$ cat src/rtl/stack_controller.sv
// Multicycle Moore control unit for the 8-bit stack processor: fetch, decode and a
// per-opcode execute sequence, plus a debug state code and retired-instruction counter.
module stack_controller #(
  parameter int CNT_W = 16
) (
  input  logic             clk,
  input  logic             rst,
  input  logic [2:0]       opcode,
  output logic             iord,
  output logic             srcA,
  output logic             srcB,
  output logic             pcSrc,
  output logic             pcWrite,
  output logic             pcWriteCond,
  output logic             memRead,
  output logic             memWrite,
  output logic             irWrite,
  output logic             tos,
  output logic             push,
  output logic             pop,
  output logic             mtos,
  output logic             ldA,
  output logic             ldB,
  output logic [1:0]       ALUop,
  output logic [3:0]       state,
  output logic             instrDone,
  output logic [CNT_W-1:0] instrCount
);

  typedef enum logic [3:0] {
    S_IDLE   = 4'd0,
    S_FETCH  = 4'd1,
    S_DECODE = 4'd2,
    S_POPA   = 4'd3,
    S_POPB   = 4'd4,
    S_ALU    = 4'd5,
    S_PUSHR  = 4'd6,
    S_MEMRD  = 4'd7,
    S_PUSHM  = 4'd8,
    S_MEMWR  = 4'd9,
    S_JMP    = 4'd10,
    S_JZTOS  = 4'd11,
    S_JZ     = 4'd12
  } state_t;

  localparam logic [2:0] OP_NOT = 3'b011;
  localparam logic [2:0] OP_PSH = 3'b100;
  localparam logic [2:0] OP_POP = 3'b101;
  localparam logic [2:0] OP_JMP = 3'b110;
  localparam logic [2:0] OP_JZ  = 3'b111;

  state_t     cur, nxt;
  logic [2:0] op_q;

  // NOTE: sequential state uses non-blocking assignments so every register
  // samples pre-edge values regardless of process ordering.
  always_ff @(posedge clk or posedge rst) begin
    if (rst) begin
      cur        <= S_IDLE;
      op_q       <= '0;
      instrCount <= '0;
    end else begin
      cur <= nxt;
      if (cur == S_DECODE) op_q <= opcode;
      if (instrDone) instrCount <= instrCount + 1'b1;
    end
  end

  // NOTE: every combinational output gets a default before the case so no
  // path can leave a signal unassigned and infer a latch.
  always_comb begin
    nxt = S_IDLE;
    unique case (cur)
      S_IDLE:   nxt = S_FETCH;
      S_FETCH:  nxt = S_DECODE;
      S_DECODE: begin
        unique case (opcode)
          OP_PSH:  nxt = S_MEMRD;
          OP_JMP:  nxt = S_JMP;
          OP_JZ:   nxt = S_JZTOS;
          default: nxt = S_POPA;
        endcase
      end
      S_POPA: begin
        if (op_q == OP_POP)      nxt = S_MEMWR;
        else if (op_q == OP_NOT) nxt = S_ALU;
        else                     nxt = S_POPB;
      end
      S_POPB:  nxt = S_ALU;
      S_ALU:   nxt = S_PUSHR;
      S_MEMRD: nxt = S_PUSHM;
      S_JZTOS: nxt = S_JZ;
      S_PUSHR, S_PUSHM, S_MEMWR, S_JMP, S_JZ: nxt = S_FETCH;
      default: nxt = S_IDLE;
    endcase
  end

  always_comb begin
    iord        = 1'b0;
    srcA        = 1'b0;
    srcB        = 1'b0;
    pcSrc       = 1'b0;
    pcWrite     = 1'b0;
    pcWriteCond = 1'b0;
    memRead     = 1'b0;
    memWrite    = 1'b0;
    irWrite     = 1'b0;
    tos         = 1'b0;
    push        = 1'b0;
    pop         = 1'b0;
    mtos        = 1'b0;
    ldA         = 1'b0;
    ldB         = 1'b0;
    ALUop       = 2'b00;
    instrDone   = 1'b0;
    unique case (cur)
      S_FETCH: begin
        memRead = 1'b1;
        irWrite = 1'b1;
        pcWrite = 1'b1;
      end
      S_POPA: begin
        tos = 1'b1;
        pop = 1'b1;
        ldA = 1'b1;
      end
      S_POPB: begin
        tos = 1'b1;
        pop = 1'b1;
        ldB = 1'b1;
      end
      S_ALU: begin
        srcA  = 1'b1;
        srcB  = 1'b1;
        ALUop = op_q[1:0];
      end
      S_PUSHR: begin
        push      = 1'b1;
        instrDone = 1'b1;
      end
      S_MEMRD: begin
        iord    = 1'b1;
        memRead = 1'b1;
      end
      S_PUSHM: begin
        mtos      = 1'b1;
        push      = 1'b1;
        instrDone = 1'b1;
      end
      S_MEMWR: begin
        iord      = 1'b1;
        memWrite  = 1'b1;
        instrDone = 1'b1;
      end
      S_JMP: begin
        pcSrc     = 1'b1;
        pcWrite   = 1'b1;
        instrDone = 1'b1;
      end
      // Stack top is presented without popping so the zero flag can sample it.
      S_JZTOS: tos = 1'b1;
      S_JZ: begin
        pcSrc       = 1'b1;
        pcWriteCond = 1'b1;
        instrDone   = 1'b1;
      end
      default: ;
    endcase
  end

  assign state = cur;

endmodule

$ cat config.mk
export PLATFORM = sky130hd
export DESIGN_NAME = stack_controller
export DESIGN_NICKNAME = d
export VERILOG_FILES = /design/src/rtl/stack_controller.sv
export SDC_FILE = /design/constraint.sdc
export NUM_CORES = 1
export LEC_CHECK = 0
export ABC_AREA = 1
export CAP_MARGIN = 20
export CORE_MARGIN = 2
export CORE_UTILIZATION = 40
export CTS_BUF_LIST = sky130_fd_sc_hd__clkbuf_16
export CTS_CLUSTER_SIZE = 8
export DETAILED_ROUTE_END_ITERATION = 10
export GPL_TIMING_DRIVEN = 0
export PLACE_DENSITY = 0.77
export SETUP_SLACK_MARGIN = 0.05
export SLEW_MARGIN = 25
export SYNTH_ARGS = -nofsm -noshare
export SYNTH_HDL_FRONTEND = slang
export SYNTH_SLANG_ARGS = --single-unit
export TNS_END_PERCENT = 30
$ cat constraint.sdc
create_clock -name clk -period 1.4 [get_ports clk]
set_clock_uncertainty 0.15 [all_clocks]
set_input_delay 0.28 -clock clk [delete_from_list [all_inputs] [get_ports clk]]
set_output_delay 0.28 -clock clk [all_outputs]
set_load 0.05 [all_outputs]
Word-level counts from Yosys, hierarchy flattened
Index checks and enable logic that the tools add are counted.

word-level totals
  flip-flop bits (word level) = 23
  bits in latches = 0
  bits in writable memories = 0
  memory bits (read-only) = 0
  input bits = 5
  output and inout port bits = 38
  word-level logic and storage cells = 51
  memories = 0

cells by class
  $add $sub $neg = 1
  multiply operators = 0
  divide/modulo/power cells = 0
  magnitude comparators = 0
  equality and inequality tests = 17
  shifts and indexed selects = 0
  mux-type cells = 20
  bitwise operators = 0
  reduce and logical (&&, ||, !) cells = 10

operators with widths
  kind                                                  count
  case mux 4 bit (8 select lines)                       1
  equality test 4 bit (second input constant)           5
  adder 16 x 1 -> 16 bit (second input constant)        1
  equality test 4 x 3 -> 1 bit (second input constant)  4
  2-to-1 mux 1 bit                                      16
  equality test 3 bit (second input constant)           4
  case mux 4 bit (3 select lines)                       1
  OR reduction 2 bit                                    6
  equality test 4 x 2 -> 1 bit (second input constant)  2
  OR reduction 6 bit                                    1
  OR reduction 5 bit                                    1
  equality test 4 x 1 -> 1 bit (second input constant)  1
  zero test 4 bit                                       1
  2-to-1 mux 4 bit                                      1
  equality test 3 x 2 -> 1 bit (second input constant)  1
  OR reduction 3 bit                                    1
  2-to-1 mux 2 bit                                      1

Depth between registers and ports, before layout
Gate-level depths: netlist of the first run.

  word-level depth = 4
  mapped depth = 9
  mapped depth without buffers = 8

Least setup slack after synthesis of the first run
OpenSTA, ideal clock, no wires.

  kind = register to output
  from = register cur[0] (netlist: state[0])
  to = output port ALUop[0]
  arrival time = 2.487 ns
  data required time = 0.970 ns
  path slack = -1.517 ns
  cell stages (with the launch flop) = 5
  path through = dfrtp_1 > nand2_1 > nor2_1 > inv_1 > nor2_1

on the way
  cells in the longest elaborated chain, start to end = 2

RTL lines
  element                       line  text
  from (decl)                   52    state_t cur, nxt;
  from (signal assigned)        63    cur <= nxt;
  equality test 4 x 3 -> 1 bit  116   unique case (cur)
  2-to-1 mux 2 bit              116
  to (decl)                     24    output logic [1:0] ALUop,

Every way passes these cells.

Worst setup path in the final report of the first run
  from = register cur[2] (netlist: state[2])
  to = output port instrDone

on the way
  cells in the longest elaborated chain, start to end = 3
  elaborated cells between the ends (all ways) = 7
  classes of those cells = eq/ne: 5; mux: 1; reduce/logical: 1

RTL lines
  element                                                              line  text
  equality test 4 bit or equality test 4 x 3 -> 1 bit (tied branches)  116
  OR reduction 5 bit (no source line) (*)                              n/a
  2-to-1 mux 1 bit (*)                                                 116
  to (decl)                                                            26    output logic instrDone,

Mark *: on every way between the ends. The rest lies on a longest branch, timed or not.

==> results of run 1 <==
==> metal layers <==
metal,up-vias,part of all wire [%]
li1,797,-
met1,771,39
met2,56,53
met3,9,5.2
met4,0,2.3
met5,-,0
==> critical path, stage by stage (launching register included) <==
cell and delay, ps:
dfrtp_2 470, inv_2 90, nand2_4 90, nor2_4 160, nor2_4 60, nand2_2 100, buf_12 110, buf_12 120
==> layout make-up <==
type                    count  area share (%)
repair buffers             63            25.0
clock inverters             1           0.205
well taps                  46            2.35
plain buffers               4            2.35
inverters                  29            5.02
flip-flops and latches     23            24.1
clock buffers               3            3.07
multi-input cells         154            38.0
==> per-stage QoR <==
stage | utilization, % | TNS, ps | worst slack [ps] | power [mW] | hold WS [ps]
CTS | 67.9 | -10220 | -436 | 5.33 | 272
finish | 72.1 | -12640 | -499 | 5.77 | 253
global route | 72.1 | -15110 | -542 | 6.00 | 293
global placement | 60.9 | -23810 | -926 | 4.07 | 328
floorplan | - | -12820 | -503 | 3.27 | 132
detailed placement | 60.9 | -24730 | -924 | 4.10 | 356
==> flip-flops by register name, indices dropped and copies added (netlist names) <==
signal and cells:
op_q 3, state 4, instrCount 16
==> cell families after synthesis <==
| family | Yosys count | synth area share, % |
|---|---|---|
| AOI/OAI and AO/OA | 16 | 5.98 |
| buffers and inverters | 33 | 10.1 |
| adders and majority gates | 1 | 0.867 |
| and+or+nand+nor | 131 | 39.5 |
| DFF | 23 | 39.9 |
| xor gates and xnor gates | 6 | 3.64 |
==> placed cells by master (no fill, tap or decap), types with 10 or more instances in the layout <==
cell type | Yosys | routed
nand2_1 | 72 | 63
buf_4 | 2 | 30
inv_1 | 26 | 16
dfrtp_1 | 23 | 13
nor2_4 | 1 | 12
nor2_1 | 24 | 12
buf_6 | 2 | 12
nand3_1 | 13 | 10
buf_8 | 0 | 10
dfrtp_2 | 0 | 10
==> where the power goes <==
part,switching [mW],leakage (nW),internal (mW)
clock network,0.237,0.0409,0.384
registers,0.230,0.291,0.833
logic,2.47,0.776,1.61
==> worst max path at each step <==
stage,startpoint,endpoint,cells after the start
floorplan,state[1]$_DFF_PP0_,ALUop[0],5
global placement,state[3]$_DFF_PP0_,instrDone,7
detailed placement,state[0]$_DFF_PP0_,instrDone,7
CTS,state[1]$_DFF_PP0_,instrDone,7
global route,state[2]$_DFF_PP0_,instrDone,7
finish,state[2]$_DFF_PP0_,instrDone,7
==> repair_timing <==
action / in CTS / in global routing
buffers inserted: 12 / 10
resized for setup: 255 / 32
endpoints found under the hold margin: 0 / 0
cloned: 0 / 1
pin swaps: 8 / 9
endpoints found under the setup margin: 63 / 60
==> qor.yml, run 1 <==
outcome: "finished, violations left"
violations: "setup timing"
power.leakage_nw: 1.11
gp_congestion: 0.874
setup_ws_ps: -499
dr.pass1.iters: 4
area_growth_pct: 69.5
synth_area_leaders: "dfrtp_1, nand2_1, inv_1"
num-fill-cells: 232
synth.largest_area_cell: "dfrtp_1"
ys_async_sr_fraction_pct: 100
r2r-start: "state[2]$_DFF_PP0_"
hold_class: "in -> async"
row_count: 21
max_freq_mhz: 526
nets: 284
cts.path.max_buffers: 2
final-seq-area_um2: 588
grt.total_usage_pct: 21.8
cts_buffers: 3
synth_enable_flop_cells: 0
r2r_slack_ps: -320
ys_warn_count: 0
synthesis.nets: 216
rsz0062_at_grt: "yes"
synth_seq_area_share_pct: 39.9
synth_area_um2: 1440
finalWirelength_um: 4430
syn_avg_cell_area_um2: 6.87
postCtsHoldBufs: 0
clock_sinks: 23
rr_endpoint: "instrCount[6]$_DFFE_PP0P_"
insertion_delay_ps: 260
floorplan.initialDensity_pct: 42.6
grt_remaining_overflow: 0
vias: 1633
setup_viol: 45
multi_input_area_um2: 928
die_w_um: 64.1
portBuffers: 42
die-area_um2: 4100
numPlacedInstances: 298
dominantRegCellSynth: "dfrtp_1"
first_global_vias: 1470
antennaDiodeCount: 0
arrival_ps: 1470
globalRoute.busiestLayer: "met2"
finalMaxSlewViolations: 0
tightest_slew_ps: 511
post_dp_cell_area_um2: 2060
ir_drop_uv: 2260
drt_iter0_drc: 127
cts_tree: "built"
synth_common_cells: "nand2_1, inv_1, nor2_1, dfrtp_1, nand3_1"
path_class: "reg -> out"
die_h_um: 64.1
h-tree-depth: 1
fin_cells: 323
p_per_area_nw_per_um2: 2360
antenna_found_initial: 0
use_met3_pct: 4.58
core_um2: 3390
grt_max_degree: 24
final_area_um2: 2440
grt_pass1_wl_um: 6980
worstSetupEndpointType: "primary output"
synth_top_area_share_pct: 39.9
rr_worst_depth: 10
wl_per_cell_um: 13.7
grtUsageMet2_pct: 38.0
synth_cell_types: 23
min_period_ps: 1900
synth_most_common_cell: "nand2_1"
maxSlewHeadroom_pct: 65.8
path_clk_slew_ps: 60
crit_path_max_fanout: 6
syn_inst: 210
synth-seq-cells: 23
post-route-period-util_pct: 136
drive_gt1_share_pct: 45.1
grt.met1_usage_pct: 26.3
required_ps: 970
startpoint_type: "flip-flop"
drtAntennaViolNets: 0
via_per_inst: 5.06
finalHoldViolCount: 0
dp_hpwl_um: 2770
clockRootBuffer: "clkbuf_16"
drc: 0
ios: 43
maxCapViolCount: 0
Note: power is estimated with default switching activity, not from simulation.
==> run 2, diff against run 1 <==
Settings changed: CAP_MARGIN 20 to 10.
==> results of run 2 <==
No change in the layout: final DEF, timing and power equal those of run 1.
